## src/rtl/lsu_pkg.sv

```systemverilog
// lsu_pkg: shared definitions for the load/store unit.
//   - access size encodings (SIZE_BYTE, SIZE_HALF, SIZE_WORD; 3 behaves as word)
//   - FSM state enum lsu_state_t
//   - misaligned(): alignment rule for a given size and byte offset
package lsu_pkg;

  localparam logic [1:0] SIZE_BYTE = 2'd0;
  localparam logic [1:0] SIZE_HALF = 2'd1;
  localparam logic [1:0] SIZE_WORD = 2'd2;

  typedef enum logic [1:0] {
    IDLE      = 2'd0,
    LOAD_WAIT = 2'd1,
    RMW_WRITE = 2'd2,
    RESP      = 2'd3
  } lsu_state_t;

  // Bytes never misalign, halves need an even address, words (and size 3)
  // need a word-aligned address.
  function automatic logic misaligned(input logic [1:0] size, input logic [1:0] off);
    case (size)
      SIZE_BYTE: misaligned = 1'b0;
      SIZE_HALF: misaligned = off[0];
      default:   misaligned = (off != 2'd0);
    endcase
  endfunction

endpackage

```

## src/rtl/load_store_unit_lane_align.sv

```systemverilog
// lsu_lane_align: combinational lane logic for sub-word accesses on a
// 32-bit word RAM. Only instantiated when LSU_SUBWORD_EN is defined.
// Ports:
//   old_word  in  32  current RAM word
//   wdata     in  32  store data, sub-word value in the low bits
//   size      in  2   access size encoding
//   offset    in  2   byte offset within the word (already known aligned)
//   is_signed in  1   sign-extend sub-word loads
//   merged    out 32  old_word with the target lanes replaced by wdata
//   extracted out 32  selected lanes of old_word, zero/sign extended
module lsu_lane_align
  import lsu_pkg::*;
(
  input  logic [31:0] old_word,
  input  logic [31:0] wdata,
  input  logic [1:0]  size,
  input  logic [1:0]  offset,
  input  logic        is_signed,
  output logic [31:0] merged,
  output logic [31:0] extracted
);

  logic [4:0]  sh;
  logic [31:0] mask;
  logic [31:0] shifted;

  // Little-endian: byte k lives at bit 8k, so the lane shift is offset*8.
  // Halves are even-aligned, so the same shift lands on bytes {2h+1,2h}.
  assign sh      = {offset, 3'b000};
  assign shifted = old_word >> sh;

  always_comb begin
    mask      = 32'hFFFF_FFFF;
    extracted = old_word;
    case (size)
      SIZE_BYTE: begin
        mask      = 32'h0000_00FF << sh;
        extracted = {{24{is_signed & shifted[7]}}, shifted[7:0]};
      end
      SIZE_HALF: begin
        mask      = 32'h0000_FFFF << sh;
        extracted = {{16{is_signed & shifted[15]}}, shifted[15:0]};
      end
      default: begin
        mask      = 32'hFFFF_FFFF;
        extracted = old_word;
      end
    endcase
    merged = (old_word & ~mask) | ((wdata << sh) & mask);
  end

endmodule

```

## src/rtl/load_store_unit.sv

```systemverilog
// load_store_unit: sequences one load/store at a time between the memory
// stage and a word RAM with a one-cycle registered read.
// Optional feature macro: LSU_SUBWORD_EN (byte/half accesses via
// read-modify-write and load extraction). Undefined: word-only accesses.
// Ports:
//   clk, reset (async, active high)
//   req_valid/req_ready, req_write, req_addr (byte), req_size, req_signed,
//   req_wdata                    -- request channel
//   rsp_valid/rsp_ready, rsp_rdata, rsp_err -- response channel
//   ram_read_addr, ram_write_addr, ram_write, ram_in, ram_out -- RAM side
// Handshakes: a transfer happens on a rising edge where valid && ready are
// both high; the sender holds its payload while valid is high and not ready.
module load_store_unit #(
  parameter int DATA_WIDTH = 32,
  parameter int ADDR_WIDTH = 4
) (
  input  logic                  clk,
  input  logic                  reset,
  input  logic                  req_valid,
  output logic                  req_ready,
  input  logic                  req_write,
  input  logic [ADDR_WIDTH+1:0] req_addr,
  input  logic [1:0]            req_size,
  input  logic                  req_signed,
  input  logic [DATA_WIDTH-1:0] req_wdata,
  output logic                  rsp_valid,
  input  logic                  rsp_ready,
  output logic [DATA_WIDTH-1:0] rsp_rdata,
  output logic                  rsp_err,
  output logic [ADDR_WIDTH-1:0] ram_read_addr,
  output logic [ADDR_WIDTH-1:0] ram_write_addr,
  output logic                  ram_write,
  output logic [DATA_WIDTH-1:0] ram_in,
  input  logic [DATA_WIDTH-1:0] ram_out
);
  import lsu_pkg::*;

  lsu_state_t state, state_next;

  logic [ADDR_WIDTH-1:0] a_idx;
  logic [DATA_WIDTH-1:0] rdata_q;
  logic                  err_q;
  logic [1:0]            size_eff;
  logic                  accept;
  logic                  mis;
  logic                  is_word;
  logic [DATA_WIDTH-1:0] load_val;

`ifdef LSU_SUBWORD_EN
  logic [1:0]            a_off;
  logic [1:0]            a_size;
  logic                  a_signed;
  logic [DATA_WIDTH-1:0] a_wdata;
  logic [DATA_WIDTH-1:0] merge_val;

  assign size_eff = req_size;

  lsu_lane_align u_lane (
    .old_word  (ram_out),
    .wdata     (a_wdata),
    .size      (a_size),
    .offset    (a_off),
    .is_signed (a_signed),
    .merged    (merge_val),
    .extracted (load_val)
  );
`else
  // Word-only build: size and sign are ignored, every access is a word.
  logic unused_subword;
  assign unused_subword = ^{req_size, req_signed};
  assign size_eff       = SIZE_WORD;
  assign load_val       = ram_out;
`endif

  assign req_ready = (state == IDLE) && !reset;
  assign accept    = req_valid && req_ready;
  assign mis       = misaligned(size_eff, req_addr[1:0]);
  assign is_word   = size_eff[1];
  assign rsp_valid = (state == RESP);
  assign rsp_rdata = rdata_q;
  assign rsp_err   = err_q;

  // In IDLE the RAM sees the live request address so a load's read is
  // launched on the accepting edge; afterwards the captured index is used.
  assign ram_read_addr  = (state == IDLE) ? req_addr[ADDR_WIDTH+1:2] : a_idx;
  assign ram_write_addr = (state == IDLE) ? req_addr[ADDR_WIDTH+1:2] : a_idx;

  always_comb begin
    state_next = state;
    ram_write  = 1'b0;
    ram_in     = req_wdata;
    case (state)
      IDLE: begin
        if (accept) begin
          if (mis) begin
            state_next = RESP;
          end else if (req_write) begin
            if (is_word) begin
              ram_write  = 1'b1;
              state_next = RESP;
            end else begin
`ifdef LSU_SUBWORD_EN
              state_next = RMW_WRITE;
`else
              state_next = RESP;
`endif
            end
          end else begin
            state_next = LOAD_WAIT;
          end
        end
      end
      LOAD_WAIT: state_next = RESP;
`ifdef LSU_SUBWORD_EN
      RMW_WRITE: begin
        // ram_out holds the old word read at the accepting edge.
        ram_write  = 1'b1;
        ram_in     = merge_val;
        state_next = RESP;
      end
`endif
      RESP: begin
        if (rsp_ready) state_next = IDLE;
      end
      default: state_next = IDLE;
    endcase
    // A reset landing mid-access must not leave a partial write behind.
    if (reset) ram_write = 1'b0;
  end

  always_ff @(posedge clk or posedge reset) begin
    if (reset) begin
      state   <= IDLE;
      a_idx   <= '0;
      rdata_q <= '0;
      err_q   <= 1'b0;
`ifdef LSU_SUBWORD_EN
      a_off    <= 2'd0;
      a_size   <= SIZE_WORD;
      a_signed <= 1'b0;
      a_wdata  <= '0;
`endif
    end else begin
      state <= state_next;
      if (accept) begin
        a_idx   <= req_addr[ADDR_WIDTH+1:2];
        rdata_q <= '0;
        err_q   <= mis;
`ifdef LSU_SUBWORD_EN
        a_off    <= req_addr[1:0];
        a_size   <= req_size;
        a_signed <= req_signed;
        a_wdata  <= req_wdata;
`endif
      end
      if (state == LOAD_WAIT) rdata_q <= load_val;
    end
  end

endmodule

```

## config.mk

```make
export PLATFORM = sky130hd
export DESIGN_NAME = load_store_unit
export DESIGN_NICKNAME = d
export VERILOG_FILES = /design/src/rtl/lsu_pkg.sv /design/src/rtl/load_store_unit_lane_align.sv /design/src/rtl/load_store_unit.sv
export SDC_FILE = /design/constraint.sdc
export NUM_CORES = 1
export LEC_CHECK = 0
export CAP_MARGIN = 40
export CORE_UTILIZATION = 38
export DETAILED_ROUTE_END_ITERATION = 6
export PLACE_DENSITY_LB_ADDON = 0.25
export SYNTH_ARGS = -nofsm -noshare
export SYNTH_HDL_FRONTEND = slang
export SYNTH_SLANG_ARGS = --single-unit
```

## constraint.sdc

```tcl
create_clock -name clk -period 4.6 [get_ports clk]
set_input_delay 0.92 -clock clk [delete_from_list [all_inputs] [get_ports clk]]
set_output_delay 0.92 -clock clk [all_outputs]
set_load 0.005 [all_outputs]
```

==> flow_metrics.env, run 1 <==
export IMPL_outcome="finished, final reports clean"
export IMPL_fin_tns_setup_ns=0
export IMPL_grt_setup_unrepaired="false"
export IMPL_crit_family="buffers and inverters"
export IMPL_hold_viol_final=0
export IMPL_maxCapViolations=0
export IMPL_crit_top_cell="clkdlybuf4s50_1"
export IMPL_clkLatencyLatePin_ns=0.28
export IMPL_post_cts_buffers=0
export IMPL_synth_cells=210
export IMPL_crit_buf_inv=2
export IMPL_async_flop_share_pct=100
export IMPL_ys_seq_area_share_pct=45.2
export IMPL_fin_worst_skew_ns=0.00667
export IMPL_initial_core_util_pct=39.2
export IMPL_min_path_type="flip-flop to flip-flop"
export IMPL_cts_max_level=2
export IMPL_setup_viol_count_final=0
export IMPL_dpl_cell_count=321
export IMPL_cts_repair_resized=0
export IMPL_totalWireLength_um=4430
export IMPL_gp_congestion=0.714
export IMPL_cts_root_buf="clkbuf_8"
export IMPL_slew_headroom_pct=47.7
export IMPL_leakage_nw=1.23
export IMPL_vias_per_cell=4.76
export IMPL_area_growth_synth_to_final_pct=34.3
export IMPL_ctsHoldBuffers=0
export IMPL_synth_top_cell_area_share_pct=45.2
export IMPL_numCtsBuffers=5
export IMPL_port_buffers=86
export IMPL_dp_hpwl_um=2940
export IMPL_finalCritPeriodShare_pct=82.2
export IMPL_placed_area_um2=2790
export IMPL_antenna_left=0
export IMPL_synth_edf_count=0
export IMPL_worst_path_max_delay_cell="or4b_1"
export IMPL_top_usage_layer="met2"
export IMPL_worstPathArrival_ns=2.86
export IMPL_clk_pin_slew_ns=0.07
export IMPL_ys_flop_type="dfrtp_1"
export IMPL_cts_sinks=39
export IMPL_setup_worst_path_end_class="primary output"
export IMPL_nFillCells=505
export IMPL_grt_use_met2_pct=25.6
export IMPL_grtUsageMet3_pct=4.82
export IMPL_nNetsFinal=334
export IMPL_first_pass_iters=3
export IMPL_crit_path_cell_trace="clkdlybuf4s50_1 > or4b_1 > nor3_1 > clkdlybuf4s50_1"
export IMPL_clockBufferDepth=2
export IMPL_grt_max_degree=40
export IMPL_design_area_um2=2900
export IMPL_whs_ns=0.508
export IMPL_die_y_um=77.4
export IMPL_avgSynthCellArea_um2=10.3
export IMPL_min_period_ns=3.78
export IMPL_critPathRequiredTime_ns=3.68
export IMPL_syn_area_um2=2160
export IMPL_max_freq_mhz=265
export IMPL_first_iter_violations=90
export IMPL_fp_dieW_um=77.4
export IMPL_grt_pass1_vias=1583
export IMPL_timing_worst_setup_path_type="input port to primary output"
export IMPL_ys_types=20
export IMPL_layoutNonFillerInstCount=329
export IMPL_synthTopCellsByArea="dfrtp_1 45%, buf_4 13%, nand3b_1 11%, o31ai_1 11%, inv_1 5.9%"
export IMPL_syn_num_nets=288
export IMPL_num_vias=1565
export IMPL_peakVddDrop_v=0.000280
export IMPL_power_mw=1.79
export IMPL_rows=27
export IMPL_drc=0
export IMPL_yosys_warnings=0
export IMPL_grt_pass1_wl_um=7560
export IMPL_worstMarginPinSlew_ns=0.782
export IMPL_report_final_slew_viol_count=0
export IMPL_synth_commonest_cells="39 x dfrtp_1, 36 x buf_4, 34 x inv_1"
export IMPL_core_area_um2=5510
export IMPL_cp_start_kind="input port"
export IMPL_dieArea_um2=5990
export IMPL_gr_usage_met1_pct=20.6
export IMPL_grt_overflow=0
export IMPL_io_pins=154
export IMPL_antenna_found_initial=0
export IMPL_synth_top_cell_by_area="dfrtp_1"
export IMPL_yosysMostFrequentCell="dfrtp_1"
export IMPL_post_drt_wl_per_cell_um=13.5
export IMPL_cp_max_fo=6
export IMPL_grtUsageTotal_pct=16.0
export IMPL_critPathMaxStageDelay_ns=0.67
export IMPL_power_density_nw_per_um2=616
export IMPL_cts_tree="done"
export IMPL_ys_ff_latch=39
export IMPL_diodes=0
export IMPL_layout_drive_gt1_share_pct=10.1
==> stage by stage <==
step	utilization [%]	setup WS (ns)
final	52.7	0.821
after global routing	52.7	0.714
after global placement	50.6	0.838
after CTS	52.7	0.792
after detailed placement	50.6	0.813
after floorplan	-	1.94
==> kinds of logic (layout without fill, tap and decap cells) <==
logic type | after synthesis | count (layout) | synth area share [%]
multiplexers | 9 | 9 | 5.56
AND/OR/NAND/NOR | 42 | 42 | 14.6
flip-flops | 39 | 39 | 45.2
buffers and inverters | 86 | 133 | 22.9
AO/OA/AOI/OAI | 34 | 34 | 11.8
==> layout by cell type (no fill, tap or decap), drive strengths merged, types with 2 or more instances in the layout <==
cell	count
clkinv	2
nor3	3
clkbuf	6
o31ai	32
inv	33
buf	5
mux2	9
nand3b	32
clkdlybuf4s50	86
dfrtp	39
==> state kept, by name, summed over array words and instances, names as in the netlist <==
| name | flops |
|---|---|
| a_idx | 4 |
| rsp_err | 1 |
| rsp_rdata | 32 |
| state | 2 |
==> power by group <==
| part | internal, mW | switching [mW] |
|---|---|---|
| Clock | 0.176 | 0.117 |
| Combinational | 0.552 | 0.363 |
| Sequential | 0.501 | 0.0789 |
| Total | 1.23 | 0.559 |
==> layout make-up <==
class	instances	area (um2)	share of cell area [%]
well taps	72	90.1	3.10
multi-input cells	85	693	23.9
clock inverters	2	35.0	1.21
inverters	34	128	4.40
clock buffers	6	82.6	2.84
repair buffers	91	898	30.9
flip-flops and latches	39	976	33.6
==> routing by layer <==
metal | vias to the layer above | wire length (um)
li1 | 762 | -
met4 | 0 | 28
met5 | - | 0
met1 | 736 | 2050
met3 | 6 | 281
met2 | 61 | 2070
==> worst paths after layout <==
kind | start | to | slack [ns] | depth (start not counted)
max | reset | ram_write | 0.82 | 4
min | a_idx[2] | a_idx[2] | 0.51 | 1
max reg2reg | state[0] | rsp_rdata[4] | 2.57 | 4
min reg2reg | a_idx[2] | a_idx[2] | 0.51 | 1
max in group asynchronous | reset | rsp_rdata[27] | 3.08 | 3
min in group asynchronous | reset | rsp_rdata[4] | 1.19 | 3
Note: power is estimated with default switching activity, not from simulation.
==> run 2, diff against run 1 <==
- CORE_UTILIZATION: 38 -> 35
- clock period: 4.6 -> 3.7 ns (I/O delays scaled with it)
==> run 2 against run 1 <==
  * Largest cell class unchanged
  * Largest power group unchanged
  * Critical path type unchanged
  * Via count up 0.51%
  * Sequential share of layout area up 0.17 points
  * Critical path depth unchanged
==> flow_metrics.env, run 2 (synthesis gave the netlist of run 1 again) <==
export IMPL_hold_viol_final=0
export IMPL_min_path_type="flip-flop to flip-flop"
export IMPL_fp_dieW_um=80.6
export IMPL_ff2ff_setup_slack_ns=1.93
export IMPL_first_iter_violations=74
export IMPL_post_route_util_pct=48.8
export IMPL_cts_root_buf="clkbuf_8"
export IMPL_antenna_found_initial=0
export IMPL_nFillCells=573
export IMPL_cts_tree="done"
export IMPL_clockBufferDepth=2
export IMPL_cts_sinks=39
export IMPL_die_y_um=80.6
export IMPL_slew_headroom_pct=52.8
export IMPL_max_freq_mhz=307
export IMPL_cts_repair_resized=0
export IMPL_dieArea_um2=6490
export IMPL_grtUsageTotal_pct=14.9
export IMPL_critPathRequiredTime_ns=2.96
export IMPL_worstMarginPinSlew_ns=0.703
export IMPL_drc=0
export IMPL_grt_pass1_vias=1597
export IMPL_cts_max_level=2
export IMPL_min_to="a_idx[0]"
export IMPL_report_final_slew_viol_count=0
export IMPL_power_mw=2.15
export IMPL_switching_share_pct=32.8
export IMPL_maxCapViolations=0
export IMPL_first_pass_iters=4
export IMPL_mostFrequentLayoutCells="86 x clkdlybuf4s50_1, 39 x dfrtp_1, 33 x inv_1"
export IMPL_reg2regPathDepth=4
export IMPL_clk_pin_slew_ns=0.07
export IMPL_initial_core_util_pct=36.5
export IMPL_worstPathArrival_ns=2.52
export IMPL_timing_worst_setup_path_type="input port to primary output"
export IMPL_peakVddDrop_v=0.000382
export IMPL_grt_overflow=0
export IMPL_port_buffers=86
export IMPL_cp_max_fo=4
export IMPL_rr_endpoint="a_idx[3]"
export IMPL_power_density_nw_per_um2=746
export IMPL_vias_per_cell=4.71
export IMPL_clkPwrFrac_pct=12.7
export IMPL_finalCritPeriodShare_pct=88.0
export IMPL_seqCellArea_um2=976
export IMPL_holdPathStages=1
export IMPL_leakage_nw=1.22
export IMPL_combPwrFrac_pct=52.9
export IMPL_largest_register_ff_count=32
export IMPL_grt_setup_unrepaired="false"
export IMPL_setup_viol_count_final=0
export IMPL_ctsHoldBuffers=0
export IMPL_area_growth_synth_to_final_pct=33.6
export IMPL_min_from="a_idx[0]"
export IMPL_post_cts_buffers=0
export IMPL_dp_hpwl_um=3020
export IMPL_core_area_um2=5920
export IMPL_mostFrequentLayoutCell="clkdlybuf4s50_1"
export IMPL_rows=28
export IMPL_reg2reg_from="state[1]"
export IMPL_diodes=0
export IMPL_fin_worst_skew_ns=0.00489
export IMPL_cp_start_kind="input port"
export IMPL_antenna_left=0
export IMPL_p_sw_uw=707
export IMPL_numCtsBuffers=5
export IMPL_post_drt_wl_per_cell_um=13.8
export IMPL_layout_drive_gt1_share_pct=10.8
export IMPL_num_vias=1573
export IMPL_grt_pass1_wl_um=7420
export IMPL_setup_worst_path_end_class="primary output"
export IMPL_multi_input_area_um2=693
export IMPL_outcome="finished, final reports clean"
export IMPL_fin_tns_setup_ns=0
export IMPL_clkLatencyLatePin_ns=0.28
export IMPL_io_pins=154
export IMPL_nNetsFinal=336
export IMPL_grt_max_degree=39
export IMPL_gp_congestion=0.678
export IMPL_p_seq_share_pct=34.5
export IMPL_totalWireLength_um=4600
export IMPL_min_period_ns=3.26
export IMPL_internal_power_mw=1.45
export IMPL_whs_ns=0.513
run 2: cell types whose count changed in the layout (fill, tap and decap cells not counted):
| cell | change |
|---|---|
| clkbuf_8 | -1 |
| clkinv_2 | +2 |
| bufinv_16 | -1 |
| buf_4 | +2 |
run 2: worst max path at each step:
stage | start | cells past startpoint | end
2_1_floorplan | reset | 3 | ram_write
6_report | reset | 4 | ram_write
3_3_place_gp | reset | 4 | ram_write
3_5_place_dp | reset | 4 | ram_write
5_1_grt | reset | 4 | ram_write
4_1_cts | reset | 4 | ram_write
run 2: final cells by class:
| cell class | instances | area share [%] |
|---|---|---|
| sequential | 39 | 33.8 |
| timing repair buffer | 93 | 31.6 |
| multi-input combinational | 85 | 24.0 |
| inverter | 34 | 4.42 |
| tap | 75 | 3.25 |
| clock buffer | 5 | 2.38 |
| clock inverter | 3 | 0.520 |
run 2: critical path, stage by stage:
cell and delay, ns:
clkdlybuf4s50_1 0.49, or4b_1 0.56, nor3_1 0.20, clkdlybuf4s50_1 0.53
run 2: power groups by stage:
stage	registers [mW]	logic, mW	clock network (mW)
after floorplan	0.740	0.631	0
after global placement	0.748	1.14	0
final	0.743	1.14	0.273
after global routing	0.769	1.25	0.306
after CTS	0.746	1.16	0.285
after detailed placement	0.746	1.16	0
run 2: per-layer routing:
| metal | wire length (um) | vias up | share of wire, % | GRT usage (%) |
|---|---|---|---|---|
| met5 | 0 | - | 0 | 0 |
| met4 | 55 | 0 | 1.2 | 5.71 |
| met3 | 341 | 15 | 7.4 | 4.77 |
| met2 | 2040 | 58 | 44 | 23.6 |
| met1 | 2170 | 743 | 47 | 18.7 |
| li1 | - | 757 | - | - |
run 2: through the flow:
step / instance area [um2] / worst slack (ns) / cells
after detailed placement: 2800 / 0.415 / 326
after global routing: 2890 / 0.348 / 334
final: 2890 / 0.445 / 334
after CTS: 2890 / 0.419 / 334
after global placement: 2800 / 0.424 / 326
after floorplan: 2160 / 1.40 / 210
